<file path="src/rtl/mp64_extmem_ctrl.sv">
// External-memory PHY initiator: one command (single or burst, read or write) in flight at a time.
// Write beats follow a fixed WR_LAT schedule; read beats are re-registered (latency 1) under a per-beat timeout.
module mp64_extmem_ctrl #(
    parameter int WR_LAT     = 2,
    parameter int RD_TIMEOUT = 1024,
    parameter int TO_W       = 16
) (
    input  logic        sys_clk,
    input  logic        sys_rst_n,
    input  logic        cmd_valid,
    output logic        cmd_ready,
    input  logic        cmd_wen,
    input  logic [31:0] cmd_addr,
    input  logic [3:0]  cmd_beats_m1,
    input  logic        wbuf_we,
    input  logic [3:0]  wbuf_idx,
    input  logic [63:0] wbuf_data,
    output logic        rd_valid,
    output logic [3:0]  rd_idx,
    output logic [63:0] rd_data,
    output logic        done,
    output logic        err_timeout,
    output logic        err_stray,
    output logic        phy_req,
    output logic [31:0] phy_addr,
    output logic        phy_wen,
    output logic [63:0] phy_wdata,
    output logic [3:0]  phy_burst_len,
    input  logic [63:0] phy_rdata,
    input  logic        phy_rvalid,
    input  logic        phy_ready
);

    typedef enum logic [2:0] {
        S_IDLE,
        S_ISSUE,
        S_WDATA,
        S_RDATA,
        S_DRAIN,
        S_DONE
    } state_t;

    localparam logic [TO_W-1:0] WR_WAIT = TO_W'(WR_LAT - 1);
    localparam logic [TO_W-1:0] RD_LIM  = TO_W'(RD_TIMEOUT - 1);
    localparam logic [TO_W-1:0] CNT_ONE = TO_W'(1);

    state_t            state_q, state_d;
    logic              wen_q, wen_d;
    logic [28:0]       addr_q, addr_d;
    logic [3:0]        beats_q, beats_d;
    logic [3:0]        beat_q, beat_d;
    logic [TO_W-1:0]   cnt_q, cnt_d;
    logic              to_flag_q, to_flag_d;
    logic              stray_q, stray_d;
    logic              rd_valid_q, rd_valid_d;
    logic [3:0]        rd_idx_q, rd_idx_d;
    logic [63:0]       rd_data_q, rd_data_d;

    logic [63:0]       wbuf_q [16];

    // Byte-offset bits of the command address are architecturally ignored.
    logic              addr_lsb_unused;
    assign addr_lsb_unused = ^cmd_addr[2:0];

    // Write buffer is plain storage: no reset, writable in any state.
    always_ff @(posedge sys_clk) begin
        if (wbuf_we) begin
            wbuf_q[wbuf_idx] <= wbuf_data;
        end
    end

    always_ff @(posedge sys_clk or negedge sys_rst_n) begin
        if (!sys_rst_n) begin
            state_q    <= S_IDLE;
            wen_q      <= 1'b0;
            addr_q     <= '0;
            beats_q    <= '0;
            beat_q     <= '0;
            cnt_q      <= '0;
            to_flag_q  <= 1'b0;
            stray_q    <= 1'b0;
            rd_valid_q <= 1'b0;
            rd_idx_q   <= '0;
            rd_data_q  <= '0;
        end else begin
            state_q    <= state_d;
            wen_q      <= wen_d;
            addr_q     <= addr_d;
            beats_q    <= beats_d;
            beat_q     <= beat_d;
            cnt_q      <= cnt_d;
            to_flag_q  <= to_flag_d;
            stray_q    <= stray_d;
            rd_valid_q <= rd_valid_d;
            rd_idx_q   <= rd_idx_d;
            rd_data_q  <= rd_data_d;
        end
    end

    always_comb begin
        state_d    = state_q;
        wen_d      = wen_q;
        addr_d     = addr_q;
        beats_d    = beats_q;
        beat_d     = beat_q;
        cnt_d      = cnt_q;
        to_flag_d  = to_flag_q;
        stray_d    = stray_q;
        rd_valid_d = 1'b0;
        rd_idx_d   = rd_idx_q;
        rd_data_d  = rd_data_q;

        // Any read beat the FSM is not collecting is discarded and flagged.
        if (phy_rvalid && (state_q != S_RDATA)) begin
            stray_d = 1'b1;
        end

        case (state_q)
            S_IDLE: begin
                if (cmd_valid) begin
                    wen_d     = cmd_wen;
                    addr_d    = cmd_addr[31:3];
                    beats_d   = cmd_beats_m1;
                    beat_d    = '0;
                    cnt_d     = '0;
                    to_flag_d = 1'b0;
                    state_d   = S_ISSUE;
                end
            end
            S_ISSUE: begin
                if (phy_ready) begin
                    beat_d  = '0;
                    cnt_d   = '0;
                    state_d = wen_q ? S_WDATA : S_RDATA;
                end
            end
            S_WDATA: begin
                // cnt_q counts edges since the request until the PHY starts consuming beats.
                if (cnt_q < WR_WAIT) begin
                    cnt_d = cnt_q + CNT_ONE;
                end else if (beat_q == beats_q) begin
                    state_d = S_DRAIN;
                end else begin
                    beat_d = beat_q + 4'd1;
                end
            end
            S_RDATA: begin
                if (phy_rvalid) begin
                    rd_valid_d = 1'b1;
                    rd_idx_d   = beat_q;
                    rd_data_d  = phy_rdata;
                    cnt_d      = '0;
                    if (beat_q == beats_q) begin
                        state_d = S_DRAIN;
                    end else begin
                        beat_d = beat_q + 4'd1;
                    end
                end else if (cnt_q == RD_LIM) begin
                    cnt_d     = cnt_q + CNT_ONE;
                    to_flag_d = 1'b1;
                    state_d   = S_DRAIN;
                end else begin
                    cnt_d = cnt_q + CNT_ONE;
                end
            end
            S_DRAIN: begin
                if (phy_ready) begin
                    state_d = S_DONE;
                end
            end
            S_DONE: begin
                state_d = S_IDLE;
            end
            default: begin
                state_d = S_IDLE;
            end
        endcase
    end

    // Request and completion strobes decode straight from the state register so reset kills them at once.
    assign cmd_ready     = (state_q == S_IDLE);
    assign phy_req       = (state_q == S_ISSUE) && phy_ready;
    assign phy_wen       = wen_q && ((state_q == S_ISSUE) || (state_q == S_WDATA));
    assign phy_addr      = {addr_q, 3'b000};
    assign phy_burst_len = beats_q;
    assign phy_wdata     = (state_q == S_WDATA) ? wbuf_q[beat_q] : 64'd0;
    assign done          = (state_q == S_DONE);
    assign err_timeout   = (state_q == S_DONE) && to_flag_q;
    assign err_stray     = stray_q;
    assign rd_valid      = rd_valid_q;
    assign rd_idx        = rd_idx_q;
    assign rd_data       = rd_data_q;

endmodule

</file>
<file path="config.mk">
export PLATFORM = sky130hd
export DESIGN_NAME = mp64_extmem_ctrl
export DESIGN_NICKNAME = d
export VERILOG_FILES = /design/src/rtl/mp64_extmem_ctrl.sv
export SDC_FILE = /design/constraint.sdc
export NUM_CORES = 1
export LEC_CHECK = 0
export BUFFER_PORTS_ARGS = -buffer_cell sky130_fd_sc_hd__clkbuf_2
export CAP_MARGIN = 20
export CORE_MARGIN = 5
export CORE_UTILIZATION = 38
export DETAILED_ROUTE_END_ITERATION = 8
export PLACE_DENSITY = 0.54
export SYNTH_ARGS = -nofsm -noshare
export SYNTH_HDL_FRONTEND = slang
export SYNTH_SLANG_ARGS = --single-unit
</file>
<file path="constraint.sdc">
create_clock -name sys_clk -period 6.45 [get_ports sys_clk]
set_clock_uncertainty 0.15 [all_clocks]
set_input_delay 0.9675 -clock sys_clk [delete_from_list [all_inputs] [get_ports sys_clk]]
set_output_delay 0.9675 -clock sys_clk [all_outputs]
set_load 0.1 [all_outputs]
</file>
==> out/qor.csv <==
stage,metric,value,unit
run_status,outcome,"finished, final reports clean",
setup_path,worstReg2RegStart,beat_q[1],
setup_path,start_kind,flip-flop,
placed_design,numPortBuffers,343,
pwr,leakagePower,17.20,nW
global_route,grt_max_degree,87,
drt,first_pass_iters,7,
drt,num_vias,20980,
sta,hold_viol_final,0,
drt,wl_per_cell,26.82,microns
pwr,power.clock.fraction,28.1,%
min_path,hp-class,input pin to async pin,
cts,htreeDepth,3,
setup_path,r2r_slack,3.25,ns
drt,via_per_inst,5.300,
sta,rsz0062_at_grt,false,
floorplan,num_io_pins,350,
cts,cts_sinks,1152,
placed_design,dpl_worst_slack,2.047,ns
placed_design,dp.final_hpwl,55.20,mm
floorplan,die_area,123300,sq um
cts,clk_pin_slew_worst_paths,0.05,ns
sta,fmax,198.8,MHz
run,max_cap_viol_count,0,
setup_path,critPathLaunch,beat_q[1],
floorplan,die_w,351.1,microns
sta,post-route-min-period,5.031,ns
yosys,synth.distinct_cells,52,
yosys,ys_warn_count,0,
global_route,grt_pass1_vias,22520,
global_route,grt_usage,17.06,%
cells_and_area,filler_cell_count,9790,
pwr,switchingPower,9.167,mW
pwr,p_int,14.87,mW
pwr,power.density,462.9,nW/um^2
yosys,syn_area,44220,sq um
cells_and_area,final_common_cell,edfxtp_1,
sta,max_slew_margin,32.70,%
setup_path,cp-endpoint,phy_wdata[34],
yosys,netlist_instances,1913,
setup_path,worstSetupPathType,flip-flop to output port,
cts,clock_latency,0.71,ns
cells_and_area,area_growth_syn_to_layout,17.42,%
sta,fin_setup_tns,0,ns
pwr,ir_drop,0.3477,mV
yosys,syn_area_per_cell,23.12,sq um
setup_path,reg2reg_to,beat_q[0],
global_route,antenna_found_initial,18,
pwr,swShare,38.14,%
global_route,overflow,0,
cts,post-cts-setup-buffers,0,
setup_path,crit_required,5.33,ns
floorplan,core.rowCount,125,
sta,setup_ws,1.419,ns
cells_and_area,seqCellArea,33970,sq um
sta,tightest_slew,1.009,ns
setup_path,end_kind,output port,
cts,clockBufferDepth,3,
cells_and_area,num-nets-final,2504,
pwr,pwr-share-comb,34.1,%
cts,cts_tree,built,
cts,cts_resized,0,
cells_and_area,final_cell_mix,"edfxtp_1, clkbuf_2, mux4_2",
setup_path,r2r.worst_path.cells,6,
cts,cts_root_buf,clkbuf_16,
floorplan,start_util,38.16,%
pwr,seq_power_share,37.9,%
yosys,synth_seq_cells,1152,
yosys,ys_seq_area_share,76.78,%
cts,cts_buffers,117,
floorplan,die_y,351.1,microns
setup_path,arrival,3.91,ns
sta,drv_slew,0,
sta,setup_viol,0,
sta,timing.hold.ws,0.2019,ns
setup_path,path_max_fanout,58,
sta,final.period_utilization,78.00,%
floorplan,coreArea,115900,sq um
drt,drc_errors,0,
drt,drt_iter0_markers,1616,
cts,ctsHoldBuffers,0,
cells_and_area,drive_above_1_share,37.48,%
global_route,grt_pass1_wl,153.3,mm
yosys,ys.flop_type,edfxtp_1,
drt,antenna_left,0,
placed_design,gp_congestion,0.8071,
drt,drt-total-wl,106.1,mm
cells_and_area,multi_input_area,9908,sq um
yosys,synth_edf_count,1024,
yosys,synthArstFlopShare,11.11,%
how the worst min path moves through the flow:
| stage | cells past startpoint | startpoint | slack (ns) | end |
|---|---|---|---|---|
| global placement | 1 | err_stray | 0.30 | err_stray |
| floorplan | 2 | to_flag_q | 0.30 | to_flag_q |
| global route | 1 | sys_rst_n | 0.24 | addr_q[27] |
| detailed placement | 1 | err_stray | 0.31 | err_stray |
| CTS | 1 | sys_rst_n | 0.18 | addr_q[27] |
| finish | 1 | sys_rst_n | 0.20 | addr_q[27] |
synth_stat cells, types with 10 or more instances:
| cell | number | area (sq um) |
|---|---|---|
| dfrtp_1 | 128 | 3203 |
| nand2_1 | 18 | 67.56 |
| edfxtp_1 | 1024 | 30750 |
| mux4_2 | 320 | 7207 |
| clkbuf_1 | 55 | 206.5 |
| buf_2 | 24 | 120.1 |
| mux2_1 | 101 | 1137 |
| o21ai_1 | 10 | 50.05 |
| buf_4 | 15 | 112.6 |
| and2_1 | 67 | 419.2 |
| nor2_1 | 31 | 116.4 |
| nand3_1 | 10 | 50.05 |
per-stage QoR:
step	cell area [sq um]	power, mW	instances	util [%]
floorplan	44230	15.78	1915	-
global placement	48030	17.52	3730	41.44
detailed placement	48040	17.58	3731	41.45
CTS	51900	24.38	3949	44.79
global route	51910	25.01	3950	44.79
finish	51930	24.04	3958	44.81
per-layer routing:
metal | vias up | GRT usage, % | share of wire (%)
met4 | 14 | 3.928 | 1.6
met5 | - | 0 | 0.093
met2 | 701 | 28.20 | 49
met1 | 11290 | 23.22 | 42
met3 | 121 | 4.069 | 6.9
li1 | 8856 | - | -
worst max-delay path, stage by stage, from the launching register on:
cell	delay, ns
dfrtp_4	1.04
buf_4	0.62
mux4_2	0.40
mux4_2	0.47
and2_1	0.22
clkbuf_2	0.39
registers in the layout (all words and copies together), names as in the netlist, 3 cells and up:
register / flops
rd_data: 64
wbuf_q: 1024
addr_q: 29
beat_q: 4
phy_burst_len: 4
state_q: 3
rd_idx: 4
cnt_q: 16
cell type report:
| type | instances | share of cell area [%] |
|---|---|---|
| Timing Repair Buffer | 393 | 4.282 |
| Clock buffer | 145 | 5.841 |
| Sequential cell | 1152 | 65.42 |
| Tap cell | 1524 | 3.672 |
| Antenna cell | 9 | 0.04337 |
| Multi-Input combinational cell | 653 | 19.08 |
| Clock inverter | 73 | 1.600 |
| Inverter | 9 | 0.06506 |
kinds of logic (layout without fill, tap and decap cells):
logic type	count (synthesis)	count (layout)	synth area share (%)
mux	424	424	18.94
flops	1152	1152	76.78
other cells	1	12	0.008480
simple gates	172	172	2.235
xor+xnor	12	12	0.2377
compound gates	39	39	0.5687
fa+ha+maj	3	3	0.08489
buf+inv	110	620	1.146
power groups by stage:
stage | registers (mW) | logic, mW | clock network [mW]
floorplan | 11.3 | 4.45 | 0
global placement | 9.24 | 8.27 | 0
detailed placement | 9.27 | 8.31 | 0
CTS | 9.12 | 8.32 | 6.94
global route | 9.18 | 8.57 | 7.26
finish | 9.10 | 8.19 | 6.75
No activity file was read; power rests on OpenSTA's default activity.
